File: config.mk
export PLATFORM = sky130hd
export DESIGN_NAME = id_stage_hs
export DESIGN_NICKNAME = d
export VERILOG_FILES = /design/src/rtl/id_stage_hs_pkg.sv /design/src/rtl/id_operand_port.sv /design/src/rtl/id_stage_hs.sv
export SDC_FILE = /design/constraint.sdc
export NUM_CORES = 1
export LEC_CHECK = 0
export BUFFER_PORTS_ARGS = -buffer_cell sky130_fd_sc_hd__buf_2
export CORE_MARGIN = 2
export CORE_UTILIZATION = 45
export DETAILED_ROUTE_END_ITERATION = 16
export GPL_TIMING_DRIVEN = 0
export PLACE_DENSITY = 0.72
export SLEW_MARGIN = 20
export SYNTH_ARGS = -nofsm -noshare
export SYNTH_HDL_FRONTEND = slang
export SYNTH_SLANG_ARGS = --single-unit
File: constraint.sdc
create_clock -name clk -period 3.38 [get_ports clk]
set_input_delay 0.338 -clock clk [delete_from_list [all_inputs] [get_ports clk]]
set_output_delay 0.338 -clock clk [all_outputs]
set_load 0.01 [all_outputs]
File: src/rtl/id_stage_hs_pkg.sv
// Shared ISA definitions for the decode stage: default widths, opcode encodings,
// the canonical NOP word, the decode FSM states and the 16-bit sign-extension helper.
package id_stage_hs_pkg;

  localparam int unsigned IsaWidth      = 32;
  localparam int unsigned IsaRegAddrLen = 5;

  typedef enum logic [5:0] {
    OpNop    = 6'h00,
    OpRType  = 6'h01,
    OpIType  = 6'h02,
    OpLw     = 6'h03,
    OpLh     = 6'h04,
    OpLd     = 6'h05,
    OpSw     = 6'h06,
    OpSh     = 6'h07,
    OpSd     = 6'h08,
    OpBranch = 6'h09,
    OpJType  = 6'h0A,
    OpHalt   = 6'h3F
  } opcode_e;

  localparam logic [31:0] NopInstr = 32'h0000_0000;

  typedef enum logic [1:0] {
    StIdle = 2'd0,
    StRead = 2'd1,
    StHold = 2'd2
  } id_state_e;

  function automatic logic [31:0] sext16(input logic [15:0] imm);
    return {{16{imm[15]}}, imm};
  endfunction

endpackage

File: src/rtl/id_operand_port.sv
// One register-operand port of the decode stage.
// Holds the pending flag, the registered read address/enable and the captured operand.
// A bypass hit (lowest index wins) is taken in the accept cycle and in every pending
// cycle, and always beats a strobe arriving in the same cycle.
// Ports:
//   clk, rst_n             clock, async active-low reset
//   flush                  drop any pending request
//   load, load_addr        accept-cycle request for register load_addr
//   byp_valid/addr/data    packed forwarding sources
//   rd_data, rd_st         register-file response
//   rd_en, rd_addr         register-file request (registered)
//   data                   captured operand
//   pending_next           pending flag as it will be after the next edge
module id_operand_port
  import id_stage_hs_pkg::*;
#(
  parameter int unsigned WIDTH        = IsaWidth,
  parameter int unsigned REG_ADDR_LEN = IsaRegAddrLen,
  parameter int unsigned NUM_BYP      = 2
) (
  input  logic                            clk,
  input  logic                            rst_n,
  input  logic                            flush,
  input  logic                            load,
  input  logic [REG_ADDR_LEN-1:0]         load_addr,
  input  logic [NUM_BYP-1:0]              byp_valid,
  input  logic [NUM_BYP*REG_ADDR_LEN-1:0] byp_addr,
  input  logic [NUM_BYP*WIDTH-1:0]        byp_data,
  input  logic [WIDTH-1:0]                rd_data,
  input  logic                            rd_st,
  output logic                            rd_en,
  output logic [REG_ADDR_LEN-1:0]         rd_addr,
  output logic [WIDTH-1:0]                data,
  output logic                            pending_next
);

  logic                    pending_q, pending_d;
  logic [REG_ADDR_LEN-1:0] addr_q, addr_d;
  logic [WIDTH-1:0]        data_q, data_d;
  logic [REG_ADDR_LEN-1:0] match_addr;
  logic                    byp_hit;
  logic [WIDTH-1:0]        byp_val;

  // Priority mux: scan from the highest index down so the lowest match is left standing.
  always_comb begin
    match_addr = load ? load_addr : addr_q;
    byp_hit    = 1'b0;
    byp_val    = '0;
    for (int i = int'(NUM_BYP) - 1; i >= 0; i--) begin
      if (byp_valid[i] && (match_addr != '0) &&
          (byp_addr[i*REG_ADDR_LEN +: REG_ADDR_LEN] == match_addr)) begin
        byp_hit = 1'b1;
        byp_val = byp_data[i*WIDTH +: WIDTH];
      end
    end
  end

  always_comb begin
    pending_d = pending_q;
    addr_d    = addr_q;
    data_d    = data_q;
    if (flush) begin
      pending_d = 1'b0;
    end else if (load) begin
      addr_d = load_addr;
      if (load_addr == '0) begin
        // r0 is hardwired to zero and never requested.
        data_d    = '0;
        pending_d = 1'b0;
      end else if (byp_hit) begin
        data_d    = byp_val;
        pending_d = 1'b0;
      end else begin
        pending_d = 1'b1;
      end
    end else if (pending_q) begin
      if (byp_hit) begin
        data_d    = byp_val;
        pending_d = 1'b0;
      end else if (rd_st) begin
        data_d    = rd_data;
        pending_d = 1'b0;
      end
    end
  end

  always_ff @(posedge clk or negedge rst_n) begin
    if (!rst_n) begin
      pending_q <= 1'b0;
      addr_q    <= '0;
      data_q    <= '0;
    end else begin
      pending_q <= pending_d;
      addr_q    <= addr_d;
      data_q    <= data_d;
    end
  end

  // The request enable is the pending flag itself, so a strobe with en low is never taken.
  assign rd_en        = pending_q;
  assign rd_addr      = addr_q;
  assign data         = data_q;
  assign pending_next = pending_d;

endmodule

File: src/rtl/id_stage_hs.sv
// Clocked valid/ready decode stage between IF and EX.
// Accepts one instruction, decodes its operand sources, fetches up to two registers over
// the en/st register-file handshake (with write-back bypass), and holds a registered
// {IR, PC, X, Y} bundle for EX until out_ready. flush returns the stage to idle.
// Ports:
//   clk, rst_n                          clock, async active-low reset
//   in_valid, in_ready, ir_in, pc_in    IF side
//   out_valid, out_ready, ir_out,
//   pc_out, x_out, y_out                EX side
//   rd{1,2}_addr/en/data/st             register-file read ports
//   byp_valid/addr/data                 forwarding sources, index 0 highest priority
//   flush                               discard the in-flight instruction
module id_stage_hs
  import id_stage_hs_pkg::*;
#(
  parameter int unsigned WIDTH        = IsaWidth,
  parameter int unsigned PC_W         = WIDTH - 2,
  parameter int unsigned REG_ADDR_LEN = IsaRegAddrLen,
  parameter int unsigned NUM_BYP      = 2
) (
  input  logic                            clk,
  input  logic                            rst_n,
  input  logic                            in_valid,
  output logic                            in_ready,
  input  logic [WIDTH-1:0]                ir_in,
  input  logic [PC_W-1:0]                 pc_in,
  output logic                            out_valid,
  input  logic                            out_ready,
  output logic [WIDTH-1:0]                ir_out,
  output logic [PC_W-1:0]                 pc_out,
  output logic [WIDTH-1:0]                x_out,
  output logic [WIDTH-1:0]                y_out,
  output logic [REG_ADDR_LEN-1:0]         rd1_addr,
  output logic                            rd1_en,
  input  logic [WIDTH-1:0]                rd1_data,
  input  logic                            rd1_st,
  output logic [REG_ADDR_LEN-1:0]         rd2_addr,
  output logic                            rd2_en,
  input  logic [WIDTH-1:0]                rd2_data,
  input  logic                            rd2_st,
  input  logic [NUM_BYP-1:0]              byp_valid,
  input  logic [NUM_BYP*REG_ADDR_LEN-1:0] byp_addr,
  input  logic [NUM_BYP*WIDTH-1:0]        byp_data,
  input  logic                            flush
);

  id_state_e state_q, state_d;

  logic [WIDTH-1:0] ir_q;
  logic [PC_W-1:0]  pc_q;
  logic [WIDTH-1:0] x_imm_q, x_imm_d;
  logic [WIDTH-1:0] y_imm_q, y_imm_d;
  logic             x_use_q, y_use_q;

  logic                    accept;
  logic                    use1_d, use2_d;
  logic [REG_ADDR_LEN-1:0] addr1_d, addr2_d;
  logic [REG_ADDR_LEN-1:0] f_rd, f_rs, f_rt;
  logic [WIDTH-1:0]        p1_data, p2_data;
  logic                    p1_next, p2_next;

  assign accept = (state_q == StIdle) && in_valid && !flush;

  assign f_rd = REG_ADDR_LEN'(ir_in[25:21]);
  assign f_rs = REG_ADDR_LEN'(ir_in[20:16]);
  assign f_rt = REG_ADDR_LEN'(ir_in[15:11]);

  // Port 1 always feeds X, port 2 always feeds Y; otherwise the operand is an immediate.
  always_comb begin
    use1_d  = 1'b0;
    use2_d  = 1'b0;
    addr1_d = '0;
    addr2_d = '0;
    x_imm_d = '0;
    y_imm_d = '0;
    case (ir_in[31:26])
      OpRType: begin
        use1_d  = 1'b1;
        addr1_d = f_rs;
        use2_d  = 1'b1;
        addr2_d = f_rt;
      end
      OpIType, OpLw, OpLh, OpLd: begin
        use1_d  = 1'b1;
        addr1_d = f_rs;
        y_imm_d = WIDTH'($signed(sext16(ir_in[15:0])));
      end
      OpBranch: begin
        use1_d  = 1'b1;
        addr1_d = f_rd;
        y_imm_d = WIDTH'($signed(sext16(ir_in[15:0])));
      end
      OpSw, OpSh, OpSd: begin
        use1_d  = 1'b1;
        addr1_d = f_rd;
        use2_d  = 1'b1;
        addr2_d = f_rs;
      end
      OpJType: begin
        x_imm_d = WIDTH'(ir_in[25:0]);
      end
      default: ;
    endcase
  end

  id_operand_port #(
    .WIDTH        (WIDTH),
    .REG_ADDR_LEN (REG_ADDR_LEN),
    .NUM_BYP      (NUM_BYP)
  ) u_port1 (
    .clk          (clk),
    .rst_n        (rst_n),
    .flush        (flush),
    .load         (accept && use1_d),
    .load_addr    (addr1_d),
    .byp_valid    (byp_valid),
    .byp_addr     (byp_addr),
    .byp_data     (byp_data),
    .rd_data      (rd1_data),
    .rd_st        (rd1_st),
    .rd_en        (rd1_en),
    .rd_addr      (rd1_addr),
    .data         (p1_data),
    .pending_next (p1_next)
  );

  id_operand_port #(
    .WIDTH        (WIDTH),
    .REG_ADDR_LEN (REG_ADDR_LEN),
    .NUM_BYP      (NUM_BYP)
  ) u_port2 (
    .clk          (clk),
    .rst_n        (rst_n),
    .flush        (flush),
    .load         (accept && use2_d),
    .load_addr    (addr2_d),
    .byp_valid    (byp_valid),
    .byp_addr     (byp_addr),
    .byp_data     (byp_data),
    .rd_data      (rd2_data),
    .rd_st        (rd2_st),
    .rd_en        (rd2_en),
    .rd_addr      (rd2_addr),
    .data         (p2_data),
    .pending_next (p2_next)
  );

  always_comb begin
    state_d = state_q;
    unique case (state_q)
      StIdle: begin
        if (accept) begin
          state_d = (p1_next || p2_next) ? StRead : StHold;
        end
      end
      StRead: begin
        if (!p1_next && !p2_next) begin
          state_d = StHold;
        end
      end
      StHold: begin
        if (out_ready) begin
          state_d = StIdle;
        end
      end
      default: state_d = StIdle;
    endcase
    if (flush) begin
      state_d = StIdle;
    end
  end

  always_ff @(posedge clk or negedge rst_n) begin
    if (!rst_n) begin
      state_q <= StIdle;
    end else begin
      state_q <= state_d;
    end
  end

  always_ff @(posedge clk or negedge rst_n) begin
    if (!rst_n) begin
      ir_q    <= WIDTH'(NopInstr);
      pc_q    <= '0;
      x_imm_q <= '0;
      y_imm_q <= '0;
      x_use_q <= 1'b0;
      y_use_q <= 1'b0;
    end else if (flush) begin
      ir_q <= WIDTH'(NopInstr);
    end else if (accept) begin
      ir_q    <= ir_in;
      pc_q    <= pc_in;
      x_imm_q <= x_imm_d;
      y_imm_q <= y_imm_d;
      x_use_q <= use1_d;
      y_use_q <= use2_d;
    end
  end

  assign in_ready  = (state_q == StIdle);
  assign out_valid = (state_q == StHold);
  assign ir_out    = ir_q;
  assign pc_out    = pc_q;
  assign x_out     = x_use_q ? p1_data : x_imm_q;
  assign y_out     = y_use_q ? p2_data : y_imm_q;

endmodule

Yosys cells after proc, flatten, opt, wreduce, memory -nomap -nowiden. Index checks and enable logic that the tools add are counted.

Equal/unequal tests: 21. Multiplexer cells: 52. Bitwise operators: 1. Reductions and logical operators: 37.

Operators by type and width (number): 2-to-1 mux 32 bit (21); 2-to-1 mux 26 bit (1); == test 6 x 3 -> 1 bit (second input constant) (4); == test 5 bit (4); 2-to-1 mux 1 bit (20); case mux 5 bit (2 select lines) (2); == test 6 x 4 -> 1 bit (second input constant) (3); logical AND 1 bit (13); == test 6 x 2 -> 1 bit (second input constant) (2); logical NOT 5 bit (2); 2-to-1 mux 2 bit (5); 2-to-1 mux 5 bit (2); nonzero test 5 bit (2); OR reduction 5 bit (2); != test 3 bit (second input constant) (3); OR reduction 9 bit (1); AND reduction 4 bit (2); OR reduction 4 bit (2); == test 6 x 1 -> 1 bit (second input constant) (1); != test 3 x 1 -> 1 bit (second input constant) (2); case mux 2 bit (3 select lines) (1); nonzero test 2 bit (3); nonzero test 3 bit (2); logical NOT 1 bit (3); 8 further kinds (8).

Register bits: 206. Input port bits: 209. Output and inout bits: 140. Word-level logic and storage cells: 124.

Longest topological paths before layout. Gate-level depths: netlist (run 1).

Depth after elaboration: 19. Depth in mapped cells: 13. Depth with buffers taken out: 8.

Modules after synthesis. Synthesis (run 1) repeated with hierarchy kept, for this count alone.

Cells, all modules: 1039. Area, all modules: 10391.2 µm².

By module, submodules not included: id_operand_port (instances 2, cells each 268, area each 2728.9 µm², seq. area each 950.9 µm²); id_stage_hs (instances 1, cells each 503, area each 4933.5 µm², seq. area each 2702.6 µm²).

Least setup slack after synthesis (run 1). Ideal clock, no wire load.

Path type: in2reg. From: input port ir_in[27]. To: register u_port1.data_q[10] (netlist: u_port1.data[10]). Library setup time: 0.125 ns. Data arrival time: 2.977 ns. Data required time: 3.255 ns. Setup slack: 0.278 ns. Stages on the path: 12. Path buffers: 4. Cell sequence: buf_2 or4_4 and4_1 buf_4 a31oi_4 xnor2_1 o311ai_2 or2_1 buf_2 a31oi_2 buf_4 mux2_2.

Word-level cells in the longest chain between the ends: 13. Elaborated cells between the ends (all ways): 37. Classes of those cells: eq/ne: 12; mux: 12; reduce/logical: 13.

Ends and longest elaborated chain: from (decl) (RTL line id_stage_hs.sv:25) `input logic [WIDTH-1:0] ir_in,`; == test 6 x 3 -> 1 bit, or another cell as far along (RTL line id_stage_hs.sv:76) `case (ir_in[31:26])`; OR reduction 9 bit (no source line); 2-to-1 mux 1 bit (RTL line id_stage_hs.sv:76); logical AND 1 bit (RTL line id_stage_hs.sv:114) `.load (accept && use1_d),`; 2-to-1 mux 5 bit; nonzero test 5 bit (RTL line id_operand_port.sv:50) `if (byp_valid[i] && (match_addr != '0) &&`; logical AND 1 bit (2 in series) (RTL line id_operand_port.sv:50); 2-to-1 mux 32 bit / 2-to-1 mux 1 bit (equally long branches) (2 in series) (RTL line id_operand_port.sv:50); 2-to-1 mux 32 bit (on tied branches) (RTL line id_operand_port.sv:77, id_operand_port.sv:70); 2-to-1 mux 32 bit (on tied branches) (RTL line id_operand_port.sv:76, id_operand_port.sv:66); 2-to-1 mux 32 bit (RTL line id_operand_port.sv:64) `end else if (load) begin`; to (signal assigned) (RTL line id_operand_port.sv:95) `data_q <= data_d;`; to (decl) (RTL line id_operand_port.sv:39) `logic [WIDTH-1:0] data_q, data_d;`.

Several ways; a longest one is shown, not always the timed one. The select of a mux whose other input is x is not followed. A chain may end at the register's enable or synchronous reset.

Final worst setup path (run 1).
From: register state_q[0]. To: register u_port2.data_q[7] (netlist: u_port2.data[7]).

Word-level cells in the longest chain between the ends: 13. Elaborated cells between the ends (all ways): 25. Classes of those cells: eq/ne: 3; mux: 10; reduce/logical: 12.

Ends and longest elaborated chain: from (decl) (RTL line id_stage_hs.sv:47) `id_state_e state_q, state_d;`; from (signal assigned) (RTL line id_stage_hs.sv:175) `state_q <= StIdle;`; from (signal assigned) (RTL line id_stage_hs.sv:177) `state_q <= state_d;`; logical NOT 2 bit * (RTL line id_stage_hs.sv:62) `assign accept = (state_q == StIdle) && in_valid && !flush;`; logical AND 1 bit * (2 in series) (RTL line id_stage_hs.sv:62); logical AND 1 bit * (RTL line id_stage_hs.sv:135) `.load (accept && use2_d),`; 2-to-1 mux 5 bit; nonzero test 5 bit (RTL line id_operand_port.sv:50); logical AND 1 bit (2 in series) (RTL line id_operand_port.sv:50); 2-to-1 mux 32 bit / 2-to-1 mux 1 bit (equally long branches) (2 in series) (RTL line id_operand_port.sv:50); 2-to-1 mux 32 bit (on tied branches) (RTL line id_operand_port.sv:77, id_operand_port.sv:70); 2-to-1 mux 32 bit (on tied branches) (RTL line id_operand_port.sv:76, id_operand_port.sv:66); 2-to-1 mux 32 bit (RTL line id_operand_port.sv:64); to (signal assigned) (RTL line id_operand_port.sv:95); to (decl) (RTL line id_operand_port.sv:39).

Every way passes the cells marked *; elsewhere a longest branch is shown, timed or not. The select of a mux whose other input is x is not followed.

==> flow_summary.yaml, run 1 <==
status:
  outcome: "complete, but fails checks"
  violations: "DRC"
yosys:
  async_reset_ff_frac: 1.00
  synth_area_per_cell_um2: 8.84
  synth.distinct_cells: 77
  netlist_area_um2: 10900
  synth_top_cell_by_area: "dfrtp_1"
  synth_ff_type: "dfrtp_1"
  seq_area_frac_synth: 0.423
  synth_edf_count: 0
  synth_top_cells_by_count: "nand2_1, dfrtp_1, clkbuf_1, inv_1, mux2_2"
  synth_fp_nets: 1442
  yosysWarnings: 0
  synth-seq-cells: 184
  synth_cells: 1233
  yosysTopAreaCellShare: 0.423
  synth_area_leaders: "dfrtp_1, nand2_1, mux2_2"
  yosys.cell_count.top_type: "nand2_1"
global_routing:
  overflow: 0
  grt_pass1_wl_mm: 63.3
  grt_start_max_net_pins: 78
  antenna_found_initial: 1
  track_usage: 0.320
  grt_pass1_vias: 11000
timing:
  fin_worst_skew_ns: 0.0154
  hold_viol_final: 0
  fin_crit_ns: 3.35
  fmax_ghz: 0.299
  slew_violations: 0
  finalWorstSetupSlack_ns: 0.0314
  slew_headroom: 0.298
  setup_viol: 0
  post-route-period-util: 0.991
  worst_hold_slack_ns: 0.0754
  max_slew.worst_pin.slew_ns: 1.05
setup_path:
  end_kind: "register"
  reg2reg_from: "state_q[0]"
  ff2ff_setup_slack_ns: 0.03
  critical_path_class: "register to register"
  path_max_fanout: 10
  critPathRequiredTime_ns: 3.70
  arrival_ns: 3.67
  r2r-end: "u_port2.data[7]"
  worst-r2r-cell-count: 10
  critPathLaunchType: "register"
routing:
  avgViaCountPerCell: 5.77
  routed.top_layer: "met5"
  wl_met2_mm: 19.3
  wl_mm: 41.4
  antenna_left: 0
  drt_iter0_markers: 1003
  wire_per_inst_um: 21.2
  met1Wirelength_mm: 17.5
  wl_met3_mm: 3.65
  drc: 1
  num_vias: 11300
  dr.pass1.iters: 11
die:
  design.die.area_um2: 25500
  start_util: 0.461
  die_y_um: 160
  die_w_um: 160
  num_rows: 56
  io_pins: 349
  core_area_um2: 23600
finish:
  n_fill_cell: 2141
  seqCellArea_um2: 4610
  final_nets: 1828
  drive_gt1_frac: 0.336
  postLayoutCoreUtil: 0.599
  syn_to_final_growth_pct: 29.7
  multiInputGateArea_um2: 5730
clock_network:
  cts-root-buf: "clkbuf_16"
  cts_made_buffers: 17
  clock_sinks: 184
  path_clk_slew_ns: 0.09
  cts_tree: "built"
  h-tree-depth: 4
  clkLatencyLatePin_ns: 0.44
  clockBufferDepth: 2
min_path:
  whs_endpoint: "pc_out[4]"
  worst_hold_startpoint: "pc_in[4]"
  whs_path_depth: 3
  hp-class: "input pin to register"
placed_design:
  post-place-ws_ns: -0.717
  post-dp-hpwl_mm: 32.0
  portBuffers: 343
  gp_congestion: 0.901
power:
  power.leakage_nw: 7.20
  p_per_area_nw_per_um2: 438
  p_total_w: 0.00620
  peakVddDrop_mv: 0.310
flow_run:
  drv_cap: 0
-- logic make-up after synthesis --
group,Yosys count,share of synthesized area
xor+xnor,14,0.0119
simple gates,523,0.236
compound gates,230,0.156
flops,184,0.423
buf+inv,177,0.0684
mux,105,0.105
-- metal layers --
layer  vias up  GRT usage
met3        81     0.0704
met4         2     0.0851
met1      5397      0.434
met5         -          0
li1       5156          -
met2       635      0.519
-- area by class of cell --
class / count / share of cell area
multi-input cells: 872 / 0.405
flip-flops and latches: 184 / 0.326
repair buffers: 369 / 0.141
plain buffers: 104 / 0.0383
clock buffers: 18 / 0.0304
well taps: 319 / 0.0282
inverters: 71 / 0.0189
clock inverters: 14 / 0.0124
diodes: 1 / 0.000177
-- flip-flops by register name (all words and copies together), names as in the netlist --
signal / flops
ir_out: 32
pc_out: 30
state_q: 2
u_port1.data: 32
u_port1.rd_addr: 5
u_port1.rd_en: 1
u_port2.data: 32
u_port2.rd_addr: 5
u_port2.rd_en: 1
x_imm_q: 26
x_use_q: 1
y_imm_q: 16
y_use_q: 1
-- where the power goes --
part,total (W),internal [W],switching (W)
clock,0.00205,0.00101,0.00105
sequential,0.00258,0.00242,0.000161
combinational,0.00156,0.000633,0.000930
-- per-stage QoR --
step / std cells / area [µm²] / TNS, ns
4_1_cts: 1938 / 13900 / 0
5_1_grt: 1951 / 14100 / -0.0555
3_5_place_dp: 1897 / 13100 / -39.93
6_report: 1952 / 14100 / 0
2_1_floorplan: 1233 / 10900 / 0
3_3_place_gp: 1895 / 13000 / -229.70
-- what timing repair did --
action | CTS | global route
endpoints found under the hold margin | 45 | 0
pin swaps | 9 | 9
hold buffers | 1 | 0
gates resized for setup | 27 | 45
setup buffers | 10 | 12
cloned | 0 | 1
setup endpoints to repair | 68 | 64
-- worst max path at each step --
stage / from / to / slack (ns) / cells past startpoint
final: state_q[0] / u_port2.data[7] / 0.03 / 10
after global routing: state_q[0] / u_port2.data[0] / -0.02 / 12
after CTS: state_q[0] / u_port2.data[6] / 0.007 / 11
after detailed placement: flush / u_port1.data[13] / -0.72 / 10
after global placement: rst_n / u_port2.data[9] / -1.05 / 1
after floorplan: ir_in[27] / u_port1.data[10] / 0.28 / 12
-- cells in the final DEF, fill, tap and decap left out, types with 4 or more instances in the layout --
cell       instances
and2_1             8
o211ai_1           5
buf_6              8
mux2_2            67
nand4b_1           7
nand3_1           24
and3_1            31
buf_4             25
buf_2            354
clkbuf_1          61
nand2_1          304
a22o_1             9
o31ai_1           31
inv_8              5
o21ai_0           59
clkbuf_4           6
clkinv_8           6
a31oi_1           40
nand4_1           27
clkbuf_2          11
mux2_1             6
or3_1              4
a221o_1           26
mux2i_1           32
xnor2_1            9
nor3_1            37
nor2_1            12
dfrtp_1          183
a21oi_1           11
and4_1            33
nor2b_1            4
inv_1             71
clkbuf_16         17
-- worst max-delay path, stage by stage, from the launching register on --
cell,delay (ns)
dfrtp_2,0.45
or4b_4,0.58
buf_4,0.22
o32a_1,0.41
and3b_1,0.21
o22a_2,0.28
and3_1,0.21
clkbuf_1,0.16
buf_2,0.24
o31ai_2,0.33
mux2i_1,0.12
No activity file was read; power rests on OpenSTA's default activity.
==> run 2, diff against run 1 <==
==> constraint.sdc (replaced) <==
create_clock -name clk -period 3.38 [get_ports clk]
set_input_delay 0.169 -clock clk [delete_from_list [all_inputs] [get_ports clk]]
set_output_delay 0.169 -clock clk [all_outputs]
set_load 0.01 [all_outputs]
==> flow_summary.yaml, run 2 (synthesis results as in run 1) <==
routing:
  avgViaCountPerCell: 5.75
  antenna_left: 0
  num_vias: 11400
  drc: 0
  wire_per_inst_um: 21.3
  dr.pass1.iters: 5
  drt_iter0_markers: 1065
  wl_mm: 42.3
finish:
  antenna_cells: 0
  final_common_cell: "buf_2"
  seqCellArea_um2: 4610
  n_fill_cell: 2067
  multiInputGateArea_um2: 5730
  drive_gt1_frac: 0.328
  final_nets: 1867
  final_cell_mix: "buf_2, nand2_1, dfrtp_1"
  syn_to_final_growth_pct: 33.3
clock_network:
  cts_made_buffers: 17
  h-tree-depth: 4
  clockBufferDepth: 2
  cts_tree: "built"
  cts-root-buf: "clkbuf_16"
  clkLatencyLatePin_ns: 0.44
  path_clk_slew_ns: 0.08
  clock_sinks: 184
die:
  num_rows: 56
  core_area_um2: 23600
  design.die.area_um2: 25500
  start_util: 0.461
  die_w_um: 160
  io_pins: 349
  die_y_um: 160
timing:
  fin_tns_setup_ns: 0
  hold_viol_final: 0
  setup_viol: 0
  worst_hold_slack_ns: 0.00720
  post-route-period-util: 0.987
  fin_crit_ns: 3.33
  fmax_ghz: 0.300
  grt_setup_unrepaired: "yes"
  fin_worst_skew_ns: 0.0110
  slew_violations: 0
  max_slew.worst_pin.slew_ns: 1.10
  slew_headroom: 0.267
setup_path:
  ff2ff_setup_slack_ns: 0.05
  path_max_fanout: 10
  r2r-end: "u_port1.data[15]"
  arrival_ns: 3.66
  end_kind: "register"
  critPathRequiredTime_ns: 3.70
  worst-r2r-cell-count: 11
  critical_path_class: "register to register"
  reg2reg_from: "state_q[1]"
  critPathLaunchType: "register"
power:
  p_per_area_nw_per_um2: 430
  peakVddDrop_mv: 0.314
  p_total_w: 0.00624
  power.leakage_nw: 7.36
global_routing:
  track_usage: 0.327
  overflow: 0
  grt_start_max_net_pins: 78
  antenna_found_initial: 0
  grt_pass1_wl_mm: 64.9
  grt_pass1_vias: 11300
min_path:
  hp-class: "input pin to register"
  worst_hold_startpoint: "ir_in[25]"
  whs_path_depth: 3
  whs_endpoint: "ir_out[25]"
placed_design:
  portBuffers: 343
  post-dp-hpwl_mm: 32.0
  gp_congestion: 0.901
status:
  outcome: "complete, no violations"
flow_run:
  drv_cap: 0
run 2: cell types whose count changed in the layout (fill, tap and decap cells not counted), sizes merged:
cell,before,now
diode,1,0
buf,395,392
clkbuf,95,96
dlygate4sd3,1,42
run 2: report_power, final:
part / switching [W] / internal (W) / leakage (nW)
Combinational: 0.000945 / 0.000663 / 4.77
Clock: 0.00104 / 0.00101 / 0.291
Sequential: 0.000163 / 0.00242 / 2.30
Total: 0.00215 / 0.00409 / 7.36
run 2: worst max-delay path, stage by stage (launching register included):
cell and delay (ns):
dfrtp_1 0.46, or4b_4 0.56, buf_4 0.22, nor2_4 0.16, buf_4 0.15, nand3_4 0.10
a41o_4 0.34, o211a_1 0.14, buf_2 0.19, buf_4 0.20, a221o_1 0.40, mux2_2 0.28
run 2: metal layers:
layer,wire length [µm],up-vias,GRT usage
li1,-,5233,-
met1,17700,5501,0.440
met2,20000,632,0.535
met3,3710,76,0.0701
met4,880,0,0.0880
met5,0,-,0
run 2: stage by stage:
step                cells   util  setup WS [ns]  instance area [µm²]
floorplan            1233      -          0.391                10900
CTS                  1979  0.606        0.00685                14300
global placement     1895  0.551         -0.885                13000
global route         1990  0.615       -0.00840                14500
finish               1990  0.615         0.0455                14500
detailed placement   1897  0.554         -0.706                13100
run 2: final cells by class:
| type | instances | area share |
|---|---|---|
| Sequential cell | 184 | 0.317 |
| Clock inverter | 14 | 0.0121 |
| Buffer | 104 | 0.0375 |
| Clock buffer | 18 | 0.0295 |
| Inverter | 71 | 0.0183 |
| Tap cell | 319 | 0.0275 |
| Multi-Input combinational cell | 872 | 0.394 |
| Timing Repair Buffer | 408 | 0.164 |
run 2: repair_timing:
action | CTS | global route
buffers inserted | 10 | 10
gates cloned | 0 | 1
pin swaps | 9 | 8
hold buffers | 42 | 0
hold endpoints to repair | 86 | 0
setup endpoints to repair | 68 | 65
gates resized for setup | 27 | 48
run 2: worst max-delay path by stage:
stage               depth (start not counted)        from          endpoint  slack, ns
finish                                     11  state_q[1]  u_port1.data[15]       0.05
global route                               10  state_q[1]  u_port1.data[28]     -0.008
CTS                                        11  state_q[0]   u_port2.data[6]      0.007
detailed placement                          9  state_q[0]  u_port1.data[13]      -0.71
global placement                            1       rst_n   u_port2.data[9]      -0.88
floorplan                                  10  state_q[0]  u_port1.data[10]       0.39
==> run 3, diff against run 2 <==
--- a/config.mk
+++ b/config.mk
@@ -5,12 +5,13 @@
 export SDC_FILE = /design/constraint.sdc
 export NUM_CORES = 1
 export LEC_CHECK = 0
+export ABC_AREA = 1
 export BUFFER_PORTS_ARGS = -buffer_cell sky130_fd_sc_hd__buf_2
 export CORE_MARGIN = 2
 export CORE_UTILIZATION = 45
 export DETAILED_ROUTE_END_ITERATION = 16
 export GPL_TIMING_DRIVEN = 0
-export PLACE_DENSITY = 0.72
+export PLACE_DENSITY = 0.73
 export SLEW_MARGIN = 20
 export SYNTH_ARGS = -nofsm -noshare
 export SYNTH_HDL_FRONTEND = slang
==> flow_summary.yaml, run 3 <==
status:
  outcome: "complete, no violations"
routing:
  wl_met2_mm: 16.6
  wl_met3_mm: 2.93
  avgViaCountPerCell: 5.38
  wl_mm: 35.8
  num_vias: 11000
  antenna_left: 0
  met1Wirelength_mm: 14.9
  drt_iter0_markers: 998
  drc: 0
  wire_per_inst_um: 17.6
  dr.pass1.iters: 5
  routed.top_layer: "met4"
placed_design:
  dp_cells: 1958
  portBuffers: 347
  gp_congestion: 0.901
  post-dp-hpwl_mm: 27.1
  post-place-ws_ns: -0.0300
yosys:
  synth_fp_nets: 1538
  synth_area_leaders: "dfrtp_1, nand2_1, inv_1"
  synth_ff_type: "dfrtp_1"
  async_reset_ff_frac: 1.00
  synth-seq-cells: 184
  seq_area_frac_synth: 0.465
  synth.distinct_cells: 35
  netlist_area_um2: 9900
  yosys.cell_count.top_type: "nand2_1"
  synth_area_per_cell_um2: 7.45
  yosysWarnings: 0
  synth_top_cells_by_count: "nand2_1, dfrtp_1, inv_1, nand3_1, o21ai_0"
  synth_top_cell_by_area: "dfrtp_1"
  yosysTopAreaCellShare: 0.465
  synth_cells: 1329
  synth_edf_count: 0
finish:
  multiInputGateArea_um2: 4380
  final_common_cell: "nand2_1"
  n_fill_cell: 1980
  drive_gt1_frac: 0.276
  final_cell_mix: "nand2_1, buf_2, dfrtp_1"
  postLayoutCoreUtil: 0.605
  seqCellArea_um2: 4600
  fin_cells: 2036
  final_nets: 1948
  syn_to_final_growth_pct: 32.6
die:
  design.die.area_um2: 23200
  die_y_um: 152
  start_util: 0.456
  core_area_um2: 21700
  num_rows: 54
  io_pins: 349
  die_w_um: 152
global_routing:
  grt_start_max_net_pins: 93
  antenna_found_initial: 3
  grt_pass1_vias: 10800
  overflow: 0
  track_usage: 0.307
  grt_pass1_wl_mm: 56.3
setup_path:
  cp_common_cell: "nand2_1"
  critPathLaunch: "state_q[0]"
  critPathLaunchType: "register"
  worst-r2r-cell-count: 18
  critical_path.max_stage_delay_ns: 0.43
  path_max_fanout: 10
  critical_path_class: "register to register"
  critPathRequiredTime_ns: 3.71
  r2r-end: "u_port2.data[26]"
  critPathSlowestCell: "dfrtp_1"
  ff2ff_setup_slack_ns: 0.25
  end_kind: "register"
  endpoint: "u_port2.data[26]"
  path_cells: "nor2_4 -> nand2_4 -> nor2_8 -> nand2_2 -> buf_6 -> inv_2 -> nand2_1 -> o21ai_0 -> nand2_1 -> nand2_1 -> nand2_1 -> nor2_1 -> nand2_1 -> inv_2 -> clkbuf_1 -> o311ai_0 -> nand2_1 -> nand2_1"
  reg2reg_from: "state_q[0]"
  arrival_ns: 3.47
clock_network:
  cts_made_buffers: 17
  h-tree-depth: 4
  path_clk_slew_ns: 0.08
  clockBufferDepth: 2
  clkLatencyLatePin_ns: 0.45
  clock_sinks: 184
  cts-root-buf: "clkbuf_16"
  cts_tree: "built"
timing:
  finalWorstSetupSlack_ns: 0.248
  fin_crit_ns: 3.13
  worst_hold_slack_ns: 0.00915
  hold_viol_final: 0
  fmax_ghz: 0.319
  max_slew.worst_pin.slew_ns: 0.604
  setup_viol: 0
  grt_setup_unrepaired: "no"
  fin_tns_setup_ns: 0
  slew_headroom: 0.597
  slew_violations: 0
  fin_worst_skew_ns: 0.0156
  post-route-period-util: 0.926
power:
  p_per_area_nw_per_um2: 465
  peakVddDrop_mv: 0.331
  power.leakage_nw: 7.39
min_path:
  worst_hold_startpoint: "ir_in[8]"
  hp-class: "input pin to register"
flow_run:
  drv_cap: 0
## run 3: changes by cell type in the layout (fill, tap and decap cells not counted), moves of 31 or more
cell     delta
a31oi_1    -40
o31ai_1    -31
mux2_2     -67
inv_1      +78
and3_1     -31
nand3_1    +36
and4_1     -33
o22ai_1    +37
nand2_1   +267
mux2i_1    -32
## run 3: timing repair
action / in CTS / in global routing
pin swaps: 0 / 2
setup buffers: 0 / 2
setup endpoints to repair: 1 / 64
hold buffers: 40 / 0
resized for setup: 2 / 50
endpoints found under the hold margin: 159 / 0
## run 3: critical path, delay by kind of cell, from the launching register on
family,cells,cell delay (ns)
AND/OR/NAND/NOR,12,1.27
flip-flops,1,0.43
buffers and inverters,4,0.90
AO/OA/AOI/OAI,2,0.39
## run 3: logic make-up after synthesis
| logic type | count (synthesis) | share of synthesized area |
|---|---|---|
| and+or+nand+nor | 707 | 0.293 |
| buffers and inverters | 230 | 0.0968 |
| AOI/OAI and AO/OA | 208 | 0.145 |
| DFF | 184 | 0.465 |
## run 3: worst min-delay path by stage
stage                  to  slack [ns]  cells after the start
6_report        ir_out[8]       0.009                      3
5_1_grt         ir_out[7]        0.02                      3
4_1_cts         ir_out[7]      0.0002                      3
3_5_place_dp   ir_out[10]        0.05                      1
3_3_place_gp   pc_out[22]        0.37                      3
2_1_floorplan   ir_out[0]       -0.13                      0
## run 3: metrics by stage
stage,area [µm²],power (W)
2_1_floorplan,9900,0.00346
3_3_place_gp,12000,0.00406
3_5_place_dp,12100,0.00410
4_1_cts,13000,0.00609
5_1_grt,13100,0.00642
6_report,13100,0.00611
## run 3: routing by layer
layer  GRT usage  up-vias
li1            -     5108
met1       0.410     5214
met2       0.485      540
met3      0.0674       91
met4       0.130        0
met5           0        -
## run 3: cell type report
cell class	count	area share
Antenna cell	4	0.000762
Buffer	74	0.0302
Clock buffer	20	0.0340
Clock inverter	12	0.00953
Inverter	156	0.0449
Multi-Input combinational cell	915	0.333
Sequential cell	184	0.351
Tap cell	280	0.0267
Timing Repair Buffer	391	0.170
## run 3: report_power, final
group,leakage (nW),switching (W),internal [W]
Combinational,4.74,0.000840,0.000571
Clock,0.276,0.000974,0.00100
Sequential,2.38,0.000189,0.00253
